File: config.mk
export PLATFORM = sky130hd
export DESIGN_NAME = pu_riscv_if_aligner
export DESIGN_NICKNAME = d
export VERILOG_FILES = /design/src/rtl/pu_riscv_if_aligner.sv
export SDC_FILE = /design/constraint.sdc
export NUM_CORES = 1
export LEC_CHECK = 0
export ABC_CLOCK_PERIOD_IN_PS = 9450
export BUFFER_PORTS_ARGS = -buffer_cell sky130_fd_sc_hd__buf_2
export CORE_MARGIN = 8
export CORE_UTILIZATION = 40
export CTS_BUF_LIST = sky130_fd_sc_hd__clkbuf_4 sky130_fd_sc_hd__clkbuf_8
export DETAILED_ROUTE_END_ITERATION = 7
export SLEW_MARGIN = 30
export SYNTH_ARGS = -nofsm -noshare
export SYNTH_HDL_FRONTEND = slang
export SYNTH_SLANG_ARGS = --single-unit
File: constraint.sdc
create_clock -name clk -period 9.45 [get_ports clk]
set_input_delay 1.89 -clock clk [delete_from_list [all_inputs] [get_ports clk]]
set_output_delay 1.89 -clock clk [all_outputs]
set_load 0.03 [all_outputs]
File: src/rtl/pu_riscv_if_aligner.sv
// Fetch parcel queue plus aligner: buffers BIU halfwords and emits one 16/32-bit instruction per cycle.
// Optional feature macro: PU_RISCV_RVC_EN (compressed instruction support).
module pu_riscv_if_aligner #(
    parameter int              XLEN           = 64,
    parameter int              PARCEL_SIZE    = 64,
    parameter int              DEPTH          = 8,
    parameter int              EXCEPTION_SIZE = 16,
    parameter logic [XLEN-1:0] PC_INIT        = 'h8000_0000
) (
    input  logic                       clk,
    input  logic                       rstn,
    input  logic                       flush,
    input  logic [XLEN-1:0]            flush_pc,
    input  logic [PARCEL_SIZE-1:0]     parcel,
    input  logic [XLEN-1:0]            parcel_pc,
    input  logic [PARCEL_SIZE/16-1:0]  parcel_valid,
    input  logic                       parcel_misaligned,
    input  logic                       parcel_page_fault,
    output logic                       parcel_ready,
    input  logic                       id_stall,
    output logic [31:0]                instr,
    output logic [XLEN-1:0]            instr_pc,
    output logic                       instr_valid,
    output logic                       instr_rvc,
    output logic [EXCEPTION_SIZE-1:0]  instr_exception,
    output logic [$clog2(DEPTH+1)-1:0] occupancy
);
    localparam int LANES  = PARCEL_SIZE / 16;
    localparam int PTR_W  = $clog2(DEPTH);
    localparam int CNT_W  = $clog2(DEPTH + 1);
    localparam int LANE_W = $clog2(LANES);

    localparam logic [31:0] INSTR_NOP                      = 32'h0000_0013;
    localparam int          CAUSE_MISALIGNED_INSTRUCTION   = 0;
    localparam int          CAUSE_INSTRUCTION_ACCESS_FAULT = 1;
    localparam int          CAUSE_ILLEGAL_INSTRUCTION      = 2;
    localparam logic [EXCEPTION_SIZE-1:0] MIS_EXC =
        EXCEPTION_SIZE'(1) << CAUSE_MISALIGNED_INSTRUCTION;

    typedef enum logic [1:0] {ST_RUN, ST_MISPEND, ST_HALT} state_t;

    logic [15:0]         r_q_data [DEPTH];
    logic [DEPTH-1:0]    r_q_mis;
    logic [DEPTH-1:0]    r_q_flt;
    logic [PTR_W-1:0]    r_rd_ptr;
    logic [PTR_W-1:0]    r_wr_ptr;
    logic [CNT_W-1:0]    r_count;
    logic [XLEN-1:0]     r_exp_pc;
    logic [XLEN-1:0]     r_head_pc;
    state_t              r_state;
    state_t              w_state_nxt;

    logic [31:0]               r_instr;
    logic [XLEN-1:0]           r_instr_pc;
    logic                      r_instr_valid;
    logic                      r_instr_rvc;
    logic [EXCEPTION_SIZE-1:0] r_instr_exc;

    logic [LANE_W-1:0]         w_lo;
    logic                      w_found;
    logic [LANE_W:0]           w_pcnt;
    logic [LANE_W:0]           w_push_n;
    logic [XLEN-1:0]           w_lo_pc;
    logic                      w_push;
    logic [PTR_W-1:0]          w_rd_nxt;
    logic [15:0]               w_hd0;
    logic [15:0]               w_hd1;
    logic                      w_is32;
    logic                      w_avail;
    logic                      w_load;
    logic                      w_pop;
    logic [CNT_W-1:0]          w_pop_n;
    logic [31:0]               w_instr;
    logic                      w_rvc;
    logic [EXCEPTION_SIZE-1:0] w_exc;
    logic                      w_flush_mis;

    assign parcel_ready    = (r_count <= CNT_W'(DEPTH - LANES));
    assign occupancy       = r_count;
    assign instr           = r_instr;
    assign instr_pc        = r_instr_pc;
    assign instr_valid     = r_instr_valid;
    assign instr_rvc       = r_instr_rvc;
    assign instr_exception = r_instr_exc;

`ifdef PU_RISCV_RVC_EN
    assign w_flush_mis = flush_pc[0];
`else
    assign w_flush_mis = |flush_pc[1:0];
`endif

    // Lowest valid lane decides whether the parcel continues the expected stream.
    always_comb begin
        w_lo    = '0;
        w_found = 1'b0;
        w_pcnt  = '0;
        for (int unsigned i = 0; i < LANES; i++) begin
            if (parcel_valid[i] && !w_found) begin
                w_lo    = LANE_W'(i);
                w_found = 1'b1;
            end
            w_pcnt = w_pcnt + (LANE_W + 1)'(parcel_valid[i]);
        end
    end

    assign w_lo_pc  = parcel_pc + XLEN'({w_lo, 1'b0});
    assign w_push   = parcel_ready & (|parcel_valid) & ~flush & (w_lo_pc == r_exp_pc);
    assign w_push_n = w_push ? w_pcnt : '0;

    assign w_rd_nxt = r_rd_ptr + PTR_W'(1);
    assign w_hd0    = r_q_data[r_rd_ptr];
    assign w_hd1    = r_q_data[w_rd_nxt];
    assign w_is32   = &w_hd0[1:0];
    assign w_avail  = w_is32 ? (r_count >= CNT_W'(2)) : (r_count != '0);
    assign w_load   = ~id_stall | ~r_instr_valid;
    assign w_pop    = w_load & w_avail & ~flush & (r_state == ST_RUN);
    assign w_pop_n  = w_pop ? (w_is32 ? CNT_W'(2) : CNT_W'(1)) : '0;

    always_comb begin
        w_instr = INSTR_NOP;
        w_rvc   = 1'b0;
        w_exc   = '0;
        w_exc[CAUSE_INSTRUCTION_ACCESS_FAULT] = r_q_flt[r_rd_ptr] | (w_is32 & r_q_flt[w_rd_nxt]);
        w_exc[CAUSE_MISALIGNED_INSTRUCTION]   = r_q_mis[r_rd_ptr] | (w_is32 & r_q_mis[w_rd_nxt]);
        if (w_is32) begin
            w_instr = {w_hd1, w_hd0};
        end else begin
`ifdef PU_RISCV_RVC_EN
            w_instr = {16'h0000, w_hd0};
            w_rvc   = 1'b1;
`else
            w_exc[CAUSE_ILLEGAL_INSTRUCTION] = 1'b1;
`endif
        end
    end

    // A misaligned restart emits one faulting NOP, then holds until the next flush.
    always_comb begin
        w_state_nxt = r_state;
        if (flush) begin
            w_state_nxt = w_flush_mis ? ST_MISPEND : ST_RUN;
        end else if (r_state == ST_MISPEND && w_load) begin
            w_state_nxt = ST_HALT;
        end
    end

    always_ff @(posedge clk) begin
        if (!rstn) r_state <= ST_RUN;
        else       r_state <= w_state_nxt;
    end

    always_ff @(posedge clk) begin
        if (rstn && w_push) begin
            for (int unsigned i = 0; i < LANES; i++) begin
                if (parcel_valid[i]) begin
                    r_q_data[r_wr_ptr + PTR_W'(i) - PTR_W'(w_lo)] <= parcel[16*i +: 16];
                    r_q_mis[r_wr_ptr + PTR_W'(i) - PTR_W'(w_lo)]  <= parcel_misaligned;
                    r_q_flt[r_wr_ptr + PTR_W'(i) - PTR_W'(w_lo)]  <= parcel_page_fault;
                end
            end
        end
    end

    always_ff @(posedge clk) begin
        if (!rstn) begin
            r_count       <= '0;
            r_rd_ptr      <= '0;
            r_wr_ptr      <= '0;
            r_exp_pc      <= PC_INIT;
            r_head_pc     <= PC_INIT;
            r_instr       <= INSTR_NOP;
            r_instr_pc    <= PC_INIT;
            r_instr_valid <= 1'b0;
            r_instr_rvc   <= 1'b0;
            r_instr_exc   <= '0;
        end else if (flush) begin
            r_count       <= '0;
            r_rd_ptr      <= '0;
            r_wr_ptr      <= '0;
            r_exp_pc      <= flush_pc;
            r_head_pc     <= flush_pc;
            r_instr_valid <= 1'b0;
        end else begin
            r_count <= r_count + CNT_W'(w_push_n) - w_pop_n;
            if (w_push) begin
                r_wr_ptr <= r_wr_ptr + PTR_W'(w_pcnt);
                r_exp_pc <= r_exp_pc + XLEN'({w_pcnt, 1'b0});
            end
            if (w_pop) begin
                r_rd_ptr  <= r_rd_ptr + PTR_W'(w_pop_n);
                r_head_pc <= r_head_pc + (w_is32 ? XLEN'(4) : XLEN'(2));
            end
            if (w_load) begin
                if (r_state == ST_MISPEND) begin
                    r_instr_valid <= 1'b1;
                    r_instr       <= INSTR_NOP;
                    r_instr_pc    <= r_head_pc;
                    r_instr_rvc   <= 1'b0;
                    r_instr_exc   <= MIS_EXC;
                end else if (w_pop) begin
                    r_instr_valid <= 1'b1;
                    r_instr       <= w_instr;
                    r_instr_pc    <= r_head_pc;
                    r_instr_rvc   <= w_rvc;
                    r_instr_exc   <= w_exc;
                end else begin
                    r_instr_valid <= 1'b0;
                end
            end
        end
    end
endmodule

==> metrics <==
outcome=finished clean; EDFF count, synth=144; final number of hold-violating endpoints=0; cell taking the most area after synthesis=sky130_fd_sc_hd__dfxtp_1; count of pins over their slew limit=0; dominant synthesized flop cell=sky130_fd_sc_hd__dfxtp_1; number of primary I/O pins=321; die boundary height=269 um; residual DRC count=0; power density over the cells=140 nW/um^2; Clock transition at path regs=60 ps; R2R depth=12; worst flop-to-flop path startpoint=r_exp_pc[17]; average cell area after synthesis=8.70 um^2; top cell type's share of synthesized area=19.0%; kind of start point of the critical path=primary input; startpoint-to-endpoint class of the critical path=primary input to flop; endpoint class of the critical path=flop; placeable core area=63,900 um^2; global-route usage over all layers=28.0%; relative slew slack=28.0%; number of register bits inferred by synthesis=387; fraction of met3 tracks used by global routing=8.99%; via count of the first global-routing pass=24.2k; worst min-delay path startpoint=instr[0]; vias per std cell=6.47; max-cap violation count=0; arrival time of data at the critical path endpoint=8390 ps; total number of placement rows=93; die area=72,500 um^2; async set or reset register ratio after synthesis=0%; endpoint of the most critical register-to-register path=r_q_data[6][5]; biggest area contributors in the synthesized netlist=sky130_fd_sc_hd__dfxtp_1, sky130_fd_sc_hd__edfxtp_1, sky130_fd_sc_hd__mux4_2, sky130_fd_sc_hd__nand2_1, sky130_fd_sc_hd__a21oi_1; warning count from the yosys run=0; detailed-placement wirelength estimate=77,900 um; Die Width=269 um; Total Wirelength=108,000 um; router iterations before antenna repair=6; WL/cell=26.8 um; Final Setup Violations=0; Worst Tran Pin Value=1080 ps; endpoint of the worst setup timing path=r_q_data[6][5]; share of cells above drive strength 1=20.9%; skew final=44.3 ps; drt first-iter violations=3,783; Pleak=10.1 nW; largest net degree at the start of global routing=90; maximum clock insertion buffer count=3; Detail Route Antenna Nets=0; GR met1 Demand/Resource=39.7%; clock tree from TritonCTS=built; reg2reg setup slack=3760 ps; Port-buffer cells=306; worst slack after detailed placement=1080 ps; initial antenna violation count=28; Worst-Skew Late Latency=680 ps; Max IR drop VDD=0.0883 mV; H-tree levels=3; Max Fclk=127 MHz; Post-CTS Setup Bufs=0; portion of the clock cycle consumed by the worst path in the final layout=83.5%; worst hold path class=flop to flop; Post-Syn Area=25,600 um^2; Non-Filler Cell Area, Final=29,100 um^2; sequential cell area fraction in the yosys report=35.8%; Syn-to-layout area delta=13.4%; Root Buffer=sky130_fd_sc_hd__clkbuf_8; net total in the final layout=3,336; post-route setup slack=1560 ps; cts-stage hold buffer count=0; required time of the critical path=9960 ps; clock period minus final worst setup slack=7890 ps; RePlAce Congestion=0.974; number of sinks handled by clock tree synthesis=387; number of resized instances in the post-cts repair step=0; Critical Path Source=parcel_valid[0]; vias post-DR=26.0k; maximum fanout count along the critical path=22; starting density of the core=40.1%; RSZ-0062 raised after global routing=no; wire length of the first global-routing pass=158,000 um; layer with the highest usage=met1; CTS buffer count=69; number of different library cells in the post-synthesis netlist=89; final total negative setup slack=0 ps; cell count after synthesis=2,947; Overflow after GRT=0; GRT met2 Usage=39.0%; placement-stage cell area=27,500 um^2
[state kept, by name, summed over array words and instances, names as in the netlist, 4 cells and up, named ones only]
name	flops
r_head_pc	64
instr	32
r_q_mis	8
r_q_flt	8
instr_pc	64
r_q_data	128
occupancy	4
r_exp_pc	64
[cell families after synthesis]
| family | synth area share (%) |
|---|---|
| AO/OA/AOI/OAI | 22.4 |
| XOR/XNOR | 3.93 |
| adder cells (fa/ha/maj) | 2.20 |
| buffers and inverters | 5.84 |
| flip-flops | 35.8 |
| multiplexers | 9.09 |
| other | 0.0146 |
| AND/OR/NAND/NOR | 20.7 |
[Yosys cell counts, types with 64 or more instances]
library cell	count
sky130_fd_sc_hd__nand2_1	414
sky130_fd_sc_hd__dfxtp_1	243
sky130_fd_sc_hd__o22ai_1	111
sky130_fd_sc_hd__xnor2_1	75
sky130_fd_sc_hd__a21oi_1	186
sky130_fd_sc_hd__nand3_1	117
sky130_fd_sc_hd__nand4_1	64
sky130_fd_sc_hd__edfxtp_1	144
sky130_fd_sc_hd__mux4_2	69
sky130_fd_sc_hd__nor3_1	82
sky130_fd_sc_hd__nor2_1	184
sky130_fd_sc_hd__clkbuf_1	180
sky130_fd_sc_hd__o21ai_0	77
sky130_fd_sc_hd__inv_1	71
[layout make-up]
type,instances,area (um^2)
fill,6193,34800
multi-input combinational,2215,15100
sequential,387,9190
timing repair buffer,350,1900
clock buffer,104,1290
tap,855,1070
inverter,72,275
clock inverter,18,191
antenna,20,50.0
[critical path: stages]
cell	delay, ps
sky130_fd_sc_hd__buf_2	140
sky130_fd_sc_hd__inv_1	130
sky130_fd_sc_hd__ha_1	200
sky130_fd_sc_hd__nor2b_1	470
sky130_fd_sc_hd__ha_1	350
sky130_fd_sc_hd__a21oi_1	770
sky130_fd_sc_hd__nor4_4	220
sky130_fd_sc_hd__and4_1	260
sky130_fd_sc_hd__a2111oi_0	470
sky130_fd_sc_hd__nand4bb_1	160
sky130_fd_sc_hd__and4b_1	360
sky130_fd_sc_hd__o2111ai_4	390
sky130_fd_sc_hd__nor2_4	610
sky130_fd_sc_hd__nand2_1	310
sky130_fd_sc_hd__inv_2	400
sky130_fd_sc_hd__and2_1	860
sky130_fd_sc_hd__o221a_2	360
[per-stage QoR]
step / power, mW / std cells / utilization (%) / hold slack [ps]
floorplan: 2.17 / 2960 / - / 432
global placement: 2.37 / 3874 / 43.0 / 426
detailed placement: 2.38 / 3877 / 43.1 / 432
CTS: 4.08 / 3999 / 45.4 / 446
global route: 4.20 / 4015 / 45.5 / 473
finish: 4.09 / 4021 / 45.5 / 446
[where the power goes]
group	switching, mW	internal [mW]	leakage, nW	total [mW]
registers	0.0689	1.77	3.28	1.84
logic	0.346	0.185	6.00	0.531
clock network	0.759	0.959	0.781	1.72
[cell usage in the layout, fill, tap and decap left out, types with 53 or more instances in the layout]
cell type / n
sky130_fd_sc_hd__nand2_1: 413
sky130_fd_sc_hd__buf_2: 305
sky130_fd_sc_hd__dfxtp_1: 240
sky130_fd_sc_hd__a21oi_1: 185
sky130_fd_sc_hd__nor2_1: 183
sky130_fd_sc_hd__edfxtp_1: 144
sky130_fd_sc_hd__nand3_1: 114
sky130_fd_sc_hd__o22ai_1: 110
sky130_fd_sc_hd__nor3_1: 81
sky130_fd_sc_hd__clkbuf_8: 81
sky130_fd_sc_hd__o21ai_0: 77
sky130_fd_sc_hd__xnor2_1: 75
sky130_fd_sc_hd__inv_1: 70
sky130_fd_sc_hd__mux4_2: 69
sky130_fd_sc_hd__nand4_1: 64
sky130_fd_sc_hd__mux2i_1: 53
sky130_fd_sc_hd__o221a_2: 53
[routing by layer]
layer  wire, um  vias up
met2      44700     1748
met5        171        -
met1      45300    12623
li1           -    11392
met4       3410       14
met3      14400      236
[worst min path at each step]
stage,to,slack (ps),depth (start not counted)
final,instr[0],450,1
after floorplan,instr_pc[0],430,2
after CTS,instr[0],450,1
after global routing,instr_pc[38],470,2
after detailed placement,instr[0],430,1
after global placement,instr[1],430,1
(Power assumes the default switching activity.)
